$ cat src/rtl/sm_serial_adder_if.sv
// Operand/result handshake bundle for the bit-serial
// sign-magnitude adder.
interface sm_serial_adder_if #(
  parameter int WIDTH = 32
);
  logic             in_valid;
  logic             in_ready;
  logic [WIDTH-1:0] num1;
  logic [WIDTH-1:0] num2;
  logic             out_valid;
  logic             out_ready;
  logic [WIDTH-1:0] sum;
  logic             ovf;

  modport master (
    output in_valid,
    output num1,
    output num2,
    output out_ready,
    input  in_ready,
    input  out_valid,
    input  sum,
    input  ovf
  );

  modport slave (
    input  in_valid,
    input  num1,
    input  num2,
    input  out_ready,
    output in_ready,
    output out_valid,
    output sum,
    output ovf
  );
endinterface

$ cat src/rtl/sm_serial_adder.sv
// Bit-serial sign-magnitude adder: one magnitude bit
// per clock, result and overflow held until accepted.
module sm_serial_adder #(
  parameter int WIDTH = 32
) (
  input logic          clk,
  input logic          rst_n,
  sm_serial_adder_if.slave bus
);
  localparam int MW = WIDTH - 1;
  localparam int CW = $clog2(WIDTH);

  typedef enum logic [1:0] {
    IDLE, CMP, ADD, DONE
  } state_t;

  state_t           state_q;
  logic [MW-1:0]    a_q;
  logic [MW-1:0]    b_q;
  logic [MW-1:0]    res_q;
  logic [CW-1:0]    cnt_q;
  logic             c_q;
  logic             sub_q;
  logic             s1_q;
  logic             s2_q;
  logic             sgn_q;
  logic             in_ready_q;
  logic             out_valid_q;
  logic [WIDTH-1:0] sum_q;
  logic             ovf_q;

  logic          bit_d;
  logic          c_d;
  logic [MW-1:0] mag_d;
  logic          ovf_d;
  logic          sgn_d;
  logic          swap_d;

  always_comb begin
    bit_d = a_q[0] ^ b_q[0] ^ c_q;
    if (sub_q)
      c_d = (~a_q[0] & b_q[0])
          | (~(a_q[0] ^ b_q[0]) & c_q);
    else
      c_d = (a_q[0] & b_q[0])
          | (c_q & (a_q[0] ^ b_q[0]));
    mag_d  = {bit_d, res_q[MW-1:1]};
    ovf_d  = ~sub_q & c_d;
    // zero magnitude without overflow is always +0
    sgn_d  = sgn_q & (ovf_d | (|mag_d));
    swap_d = (s1_q != s2_q) && (b_q > a_q);
  end

  always_ff @(posedge clk) begin
    if (!rst_n) begin
      state_q     <= IDLE;
      a_q         <= '0;
      b_q         <= '0;
      res_q       <= '0;
      cnt_q       <= '0;
      c_q         <= 1'b0;
      sub_q       <= 1'b0;
      s1_q        <= 1'b0;
      s2_q        <= 1'b0;
      sgn_q       <= 1'b0;
      in_ready_q  <= 1'b1;
      out_valid_q <= 1'b0;
      sum_q       <= '0;
      ovf_q       <= 1'b0;
    end else begin
      unique case (state_q)
        IDLE: begin
          if (bus.in_valid && in_ready_q) begin
            a_q        <= bus.num1[MW-1:0];
            b_q        <= bus.num2[MW-1:0];
            s1_q       <= bus.num1[MW]
                        & (|bus.num1[MW-1:0]);
            s2_q       <= bus.num2[MW]
                        & (|bus.num2[MW-1:0]);
            cnt_q      <= '0;
            c_q        <= 1'b0;
            in_ready_q <= 1'b0;
            state_q    <= CMP;
          end
        end
        CMP: begin
          sub_q <= (s1_q != s2_q);
          if (swap_d) begin
            a_q   <= b_q;
            b_q   <= a_q;
            sgn_q <= s2_q;
          end else begin
            sgn_q <= s1_q;
          end
          state_q <= ADD;
        end
        ADD: begin
          res_q <= mag_d;
          a_q   <= a_q >> 1;
          b_q   <= b_q >> 1;
          c_q   <= c_d;
          cnt_q <= cnt_q + 1'b1;
          if (cnt_q == CW'(MW - 1)) begin
            sum_q       <= {sgn_d, mag_d};
            ovf_q       <= ovf_d;
            out_valid_q <= 1'b1;
            state_q     <= DONE;
          end
        end
        DONE: begin
          if (bus.out_ready) begin
            out_valid_q <= 1'b0;
            in_ready_q  <= 1'b1;
            state_q     <= IDLE;
          end
        end
        default: state_q <= IDLE;
      endcase
    end
  end

  assign bus.in_ready  = in_ready_q;
  assign bus.out_valid = out_valid_q;
  assign bus.sum       = sum_q;
  assign bus.ovf       = ovf_q;
endmodule

$ cat src/flat_wrapper.sv
// flat-port wrapper written by rule: the top's interface ports become plain ports
module sm_serial_adder_flat 
#(
  parameter int WIDTH = 32
)
  (clk, rst_n, bus_in_valid, bus_num1, bus_num2, bus_out_ready, bus_in_ready, bus_out_valid, bus_sum, bus_ovf);
  sm_serial_adder_if #(.WIDTH(WIDTH)) bus_i ();
  input logic clk;
  input logic rst_n;
  input wire logic [$bits(bus_i.in_valid)-1:0] bus_in_valid;
  input wire logic [$bits(bus_i.num1)-1:0] bus_num1;
  input wire logic [$bits(bus_i.num2)-1:0] bus_num2;
  input wire logic [$bits(bus_i.out_ready)-1:0] bus_out_ready;
  output wire logic [$bits(bus_i.in_ready)-1:0] bus_in_ready;
  output wire logic [$bits(bus_i.out_valid)-1:0] bus_out_valid;
  output wire logic [$bits(bus_i.sum)-1:0] bus_sum;
  output wire logic [$bits(bus_i.ovf)-1:0] bus_ovf;
  assign bus_i.in_valid = bus_in_valid;
  assign bus_i.num1 = bus_num1;
  assign bus_i.num2 = bus_num2;
  assign bus_i.out_ready = bus_out_ready;
  assign bus_in_ready = bus_i.in_ready;
  assign bus_out_valid = bus_i.out_valid;
  assign bus_sum = bus_i.sum;
  assign bus_ovf = bus_i.ovf;
  sm_serial_adder #(.WIDTH(WIDTH)) u_core (.clk(clk), .rst_n(rst_n), .bus(bus_i));
endmodule
$ cat config.mk
export PLATFORM = sky130hd
export DESIGN_NAME = sm_serial_adder_flat
export DESIGN_NICKNAME = d
export VERILOG_FILES = /design/src/rtl/sm_serial_adder_if.sv /design/src/rtl/sm_serial_adder.sv /design/src/flat_wrapper.sv
export SDC_FILE = /design/constraint.sdc
export NUM_CORES = 1
export LEC_CHECK = 0
export ABC_AREA = 1
export CAP_MARGIN = 20
export CELL_PAD_IN_SITES_DETAIL_PLACEMENT = 1
export CELL_PAD_IN_SITES_GLOBAL_PLACEMENT = 1
export CORE_MARGIN = 2
export CORE_UTILIZATION = 44
export DETAILED_ROUTE_END_ITERATION = 10
export PLACE_DENSITY_LB_ADDON = 0.1
export REMOVE_ABC_BUFFERS = 1
export SLEW_MARGIN = 0
export SYNTH_ARGS = -nofsm -noshare
export SYNTH_HDL_FRONTEND = slang
export SYNTH_SLANG_ARGS = --single-unit
$ cat constraint.sdc
create_clock -name clk -period 4.4 [get_ports clk]
set_input_delay 0.88 -clock clk [delete_from_list [all_inputs] [get_ports clk]]
set_output_delay 0.88 -clock clk [all_outputs]
set_load 0.02 [all_outputs]
==> flow_metrics.tcl, run 1 <==
set metrics [dict create \
    antenna_cells 0 \
    clock_path_buffers 2 \
    reg2reg_slack_ns 1.27 \
    synthToLayoutAreaGrowth_pct 21.3 \
    h-tree-depth 4 \
    vias 7591 \
    drive_gt1_share_pct 10.2 \
    dp_hpwl_mm 15.0 \
    min_path_cells 2 \
    synth_top_area_share_pct 36.1 \
    post-place-ws_ns 1.27 \
    setup_ws_ns 1.27 \
    drtIter0Drc 398 \
    finalCritPeriodShare_pct 71.2 \
    hold_buffers 0 \
    synth_top_family_by_area "simple AND/OR/NAND/NOR gates" \
    rsz0062_at_grt "no" \
    slowest_stage "ha_1" \
    cap_violations 0 \
    critical_path.cell_chain "inv_1 > ha_1 > inv_1 > nor2_4 > buf_4 > inv_1 > nand2_1 > a21oi_1" \
    die_height_um 136 \
    synthAdderAreaFrac_pct 6.69 \
    cts.sinks 139 \
    ys_top_cells_by_count "nor2_1, nand2_1, dfxtp_1, inv_1, nand3_1" \
    synthArstFlopShare_pct 0 \
    die_area_mm2 0.0186 \
    io_pins 103 \
    port_buffers 102 \
    synth_xor_area_share_pct 0 \
    clk_latency_ns 0.43 \
    ir_drop_mv 0.469 \
    post-cts-setup-buffers 0 \
    syn_inst 1049 \
    synth_area_per_cell_um2 7.34 \
    grt_pass1_vias 7503 \
    path_common_cell "inv_1" \
    yosys.area_share.simple_pct 25.1 \
    viasPerCell 5.64 \
    cts_tree "built" \
    overflow 0 \
    yosysMostFrequentCell "nor2_1" \
    placementRows 48 \
    yosysSeqAreaShare_pct 36.1 \
    r2r_cells 8 \
    antenna_left 0 \
    drv_slew 0 \
    die_x_um 136 \
    fin_util_pct 54.2 \
    drc_errors 0 \
    synth.area.mux_share_pct 0 \
    status "completed" \
    grt_util_all_layers_pct 25.2 \
    core_area_mm2 0.0172 \
    ys_ff_latch 139 \
    worstPathArrival_ns 3.41 \
    path_clk_slew_ns 0.07 \
    power_leakage_uw 0.00375 \
    nets 1216 \
    slew_headroom_pct 35.9 \
    cts-root-buf "clkbuf_16" \
    ys_warn_count 0 \
    worstPathRequired_ns 4.68 \
    numCtsBuffers 17 \
    finalSetupViolCount 0 \
    crit_path_start_kind "flop" \
    crit_path_max_incr_delay_ns 0.58 \
    wl_mm 22.6 \
    ys_top_cells_by_area "dfxtp_1, nor2_1, nand2_1" \
    ctsResizeCount 0 \
    gp_congestion 0.796 \
    synth_enable_flop_cells 0 \
    ys.flop_type "dfxtp_1" \
    drt-pass1-iter-count 5 \
    grt_max_degree 76 \
    min_period_ns 3.13 \
    crit_type "reg -> reg" \
    start_util_pct 44.7 \
    final-hold-violation-count 0 \
    synth_top_area_cell "dfxtp_1" \
    worstMarginPinSlew_ns 0.960 \
    synth-compound-area-share_pct 22.4 \
    avgRoutedWirePerCell_um 16.8 \
    netlist_area_mm2 0.00770 \
    antenna_found_initial 0 \
    finalClockSkew_ns 0.0104 \
    ys_types 34 \
    timing.fmax_mhz 319 \
    grt_first_pass_wirelength_mm 37.3 \
    end_kind "flop" \
    crit_path_max_fanout 34 \
    hold_path_class "reg -> reg" \
    p_per_area_mw_per_mm2 727 \
]
==> state kept, by name, indices dropped and copies added, names as in the netlist <==
register	flops
u_core.bus.out_valid	1
u_core.b_q	31
u_core.state_q	2
u_core.bus.ovf	1
u_core.cnt_q	5
u_core.sub_q	1
u_core.s1_q	1
u_core.c_q	1
u_core.a_q	31
u_core.s2_q	1
u_core.sgn_q	1
u_core.bus.sum	32
u_core.bus.in_ready	1
u_core.res_q	30
==> worst max-delay path: cells and delay by family, from the launching register on <==
kind / cells / cell delay, ns
simple gates: 2 / 0.62
flops: 1 / 0.33
compound gates: 1 / 0.08
buf+inv: 4 / 1.37
fa+ha+maj: 1 / 0.58
==> power by group <==
group	switching, µW	leakage [µW]	total [µW]	internal, µW
Sequential	308	0.00114	1910	1600
Combinational	2110	0.00232	3400	1290
Clock	630	0.000290	1480	855
Total	3050	0.00375	6790	3750
==> final cells by class <==
type                    count  area [µm²]
well taps                 225         282
fillers                  2155        7890
clock buffers              17         425
flip-flops and latches    139        2780
inverters                  90         338
multi-input cells         747        4190
repair buffers            113        1160
clock inverters            15         173
==> logic make-up after synthesis <==
family          count (synthesis)
compound gates                245
buf+inv                       163
flops                         139
fa+ha+maj                      40
simple gates                  462
==> layer usage <==
metal	routed length [µm]	GRT usage, %	vias to the layer above
li1	-	-	3712
met1	10200	31.2	3676
met2	11200	44.1	168
met3	721	4.14	35
met4	433	8.51	0
met5	0	0	-
==> cell usage in the layout (no fill, tap or decap), drive strengths merged <==
cell type      Yosys  final
a211oi            17     17
a21boi             1      1
a21o               2      2
a21oi            120    120
a221oi            56     56
a22o               1      1
and2               1      1
and3               2      2
buf               30     12
bufinv             0      2
clkbuf            43     17
clkdlybuf4s50      0    101
clkinv             0      2
clkinvlp           0      2
dfxtp            139    139
fa                 2      2
ha                38     38
inv               90     99
nand2            166    166
nand3             78     78
nand4              9      9
nor2             180    180
nor3               8      8
nor3b              1      1
nor4              16     16
o211ai             2      2
o21ai             41     41
o22ai              4      4
o31ai              1      1
or2                1      1
==> final timing paths <==
kind                                    startpoint                 end
worst min-delay path            u_core.bus.sum[11]  u_core.bus.sum[11]
worst max register to register   u_core.state_q[0]  u_core.bus.sum[14]
worst max-delay path             u_core.state_q[0]  u_core.bus.sum[14]
worst min register to register  u_core.bus.sum[11]  u_core.bus.sum[11]
==> stage by stage <==
stage / power [µW] / hold WS, ns / std cells / setup TNS, ns / cell area (µm²)
after floorplan: 4430 / 0.444 / 976 / -19.06 / 7300
after global placement: 5190 / 0.450 / 1313 / 0 / 8720
after detailed placement: 5310 / 0.456 / 1314 / 0 / 8750
after CTS: 6830 / 0.467 / 1346 / 0 / 9350
after global routing: 7350 / 0.489 / 1346 / 0 / 9350
final: 6790 / 0.464 / 1346 / 0 / 9350
Note: power is estimated with default switching activity, not from simulation.
==> inputs of run 2 (changes only) <==
--- a/config.mk
+++ b/config.mk
@@ -10,7 +10,7 @@
 export CELL_PAD_IN_SITES_DETAIL_PLACEMENT = 1
 export CELL_PAD_IN_SITES_GLOBAL_PLACEMENT = 1
 export CORE_MARGIN = 2
-export CORE_UTILIZATION = 44
+export CORE_UTILIZATION = 37
 export DETAILED_ROUTE_END_ITERATION = 10
 export PLACE_DENSITY_LB_ADDON = 0.1
 export REMOVE_ABC_BUFFERS = 1
==> constraint.sdc (replaced) <==
create_clock -name clk -period 2.8 [get_ports clk]
set_input_delay 0.56 -clock clk [delete_from_list [all_inputs] [get_ports clk]]
set_output_delay 0.56 -clock clk [all_outputs]
set_load 0.02 [all_outputs]
==> run 2 against run 1 <==
Against the previous run:
- via count is 1.2% lower
- clock-buffer cell count is 1 higher
- hold slack worse by 0.0019 ns
- design area grew 1.7%
- sequential power grew 57%
- critical path type unchanged
- critical endpoint is now u_core.b_q[23]
- largest cell class unchanged
- highest routed layer unchanged
==> flow_metrics.tcl, run 2 (synthesis gave the netlist of run 1 again) <==
set metrics [dict create \
    end_kind "flop" \
    vias 7502 \
    slew_headroom_pct 53.9 \
    dpl_cell_area_mm2 0.00892 \
    clk_latency_ns 0.43 \
    worstMarginPinSlew_ns 0.691 \
    core_area_mm2 0.0204 \
    ir_drop_mv 0.519 \
    die_area_mm2 0.0220 \
    viasPerCell 5.35 \
    crit_path_start_kind "flop" \
    antenna_found_initial 0 \
    io_pins 103 \
    largest_reg_flops 32 \
    multi_input_comb_area_mm2 0.00419 \
    finalClockSkew_ns 0.00874 \
    synthToLayoutAreaGrowth_pct 23.4 \
    p_per_area_mw_per_mm2 1140 \
    final_common_cell "nor2_1" \
    cts.sinks 139 \
    die_height_um 148 \
    gp_congestion 0.830 \
    finalCritPeriodShare_pct 86.5 \
    dp_cells 1370 \
    finalSetupViolCount 0 \
    ctsResizeCount 0 \
    cts_tree "built" \
    r2r_cells 16 \
    reg2reg_to "u_core.b_q[23]" \
    worstPathArrival_ns 2.75 \
    drc_errors 0 \
    fillers 2509 \
    final-hold-violation-count 0 \
    wl_mm 23.5 \
    cts-root-buf "clkbuf_16" \
    post-place-ws_ns 0.386 \
    avgRoutedWirePerCell_um 16.8 \
    grt_util_all_layers_pct 21.9 \
    hold_buffers 0 \
    drt-pass1-iter-count 5 \
    min_path_cells 2 \
    drive_gt1_share_pct 11.0 \
    reg2reg_slack_ns 0.38 \
    drtIter0Drc 330 \
    grt_pass1_vias 7504 \
    hold_start "u_core.bus.sum[9]" \
    fin_area_mm2 0.00950 \
    rsz0062_at_grt "no" \
    timing.rr.start "u_core.a_q[14]" \
    placementRows 52 \
    nets 1227 \
    dp_hpwl_mm 16.3 \
    post-cts-setup-buffers 0 \
    status "completed" \
    worstPathRequired_ns 3.13 \
    antenna_cells 0 \
    stdcell_count 1402 \
    hold_path_class "reg -> reg" \
    grt_max_degree 59 \
    regArea_mm2 0.00278 \
    drv_slew 0 \
    timing.fmax_mhz 413 \
    clock_path_buffers 2 \
    start_util_pct 37.8 \
    hold-path-endpoint "u_core.bus.sum[9]" \
    numCtsBuffers 17 \
    cap_violations 0 \
    min_period_ns 2.42 \
    final_cell_mix "nor2_1, nand2_1, dfxtp_1" \
    h-tree-depth 4 \
    crit_path_max_fanout 40 \
    grt_first_pass_wirelength_mm 38.6 \
    die_x_um 148 \
    path_clk_slew_ns 0.06 \
    crit_type "reg -> reg" \
    power_leakage_uw 0.00381 \
    setup_ws_ns 0.379 \
    overflow 0 \
    antenna_left 0 \
    port_buffers 102 \
]
## run 2: per-stage QoR
step	TNS [ns]	utilization, %	hold WS [ns]	power [µW]
after floorplan	-147.45	-	0.444	6500
after global placement	0	43.8	0.450	8400
after detailed placement	0	43.8	0.456	8540
after CTS	0	46.7	0.467	10900
after global routing	0	46.7	0.477	11700
final	0	46.7	0.462	10800
## run 2: cell type report
class	instances	share of cell area [%]
multi-input cells	747	44.1
inverters	90	3.55
well taps	270	3.55
clock buffers	18	4.62
clock inverters	14	1.57
repair buffers	124	13.3
flip-flops and latches	139	29.3
## run 2: worst max path at each step
stage	endpoint	slack [ns]	startpoint
6_report	u_core.b_q[23]	0.38	u_core.a_q[14]
5_1_grt	u_core.b_q[29]	0.08	u_core.a_q[14]
4_1_cts	u_core.b_q[23]	0.38	u_core.a_q[14]
3_5_place_dp	u_core.b_q[23]	0.39	u_core.a_q[14]
3_3_place_gp	u_core.s2_q	0.43	bus_num2[27]
2_1_floorplan	u_core.a_q[0]	-1.73	u_core.state_q[1]
## run 2: worst max-delay path, stage by stage (launching register included)
cell     delay (ns)
dfxtp_1        0.35
inv_1          0.08
ha_1           0.31
nand2_1        0.08
nor2_1         0.16
inv_1          0.06
nor2_1         0.16
nand2_1        0.07
nand2_1        0.07
nand2_1        0.06
nand2_2        0.07
nand2_2        0.07
nand2_4        0.24
buf_12         0.28
nand3_1        0.11
nand2_1        0.08
nor2_1         0.04
## run 2: layer usage
metal	track usage, %	up-vias	routed length (µm)
li1	-	3723	-
met1	27.4	3605	10700
met2	38.1	146	11700
met3	4.29	28	784
met4	6.95	0	380
met5	0	-	0
## run 2: power by group
part | switching, µW | internal (µW)
logic | 3340 | 2160
registers | 482 | 2520
clock network | 1000 | 1280
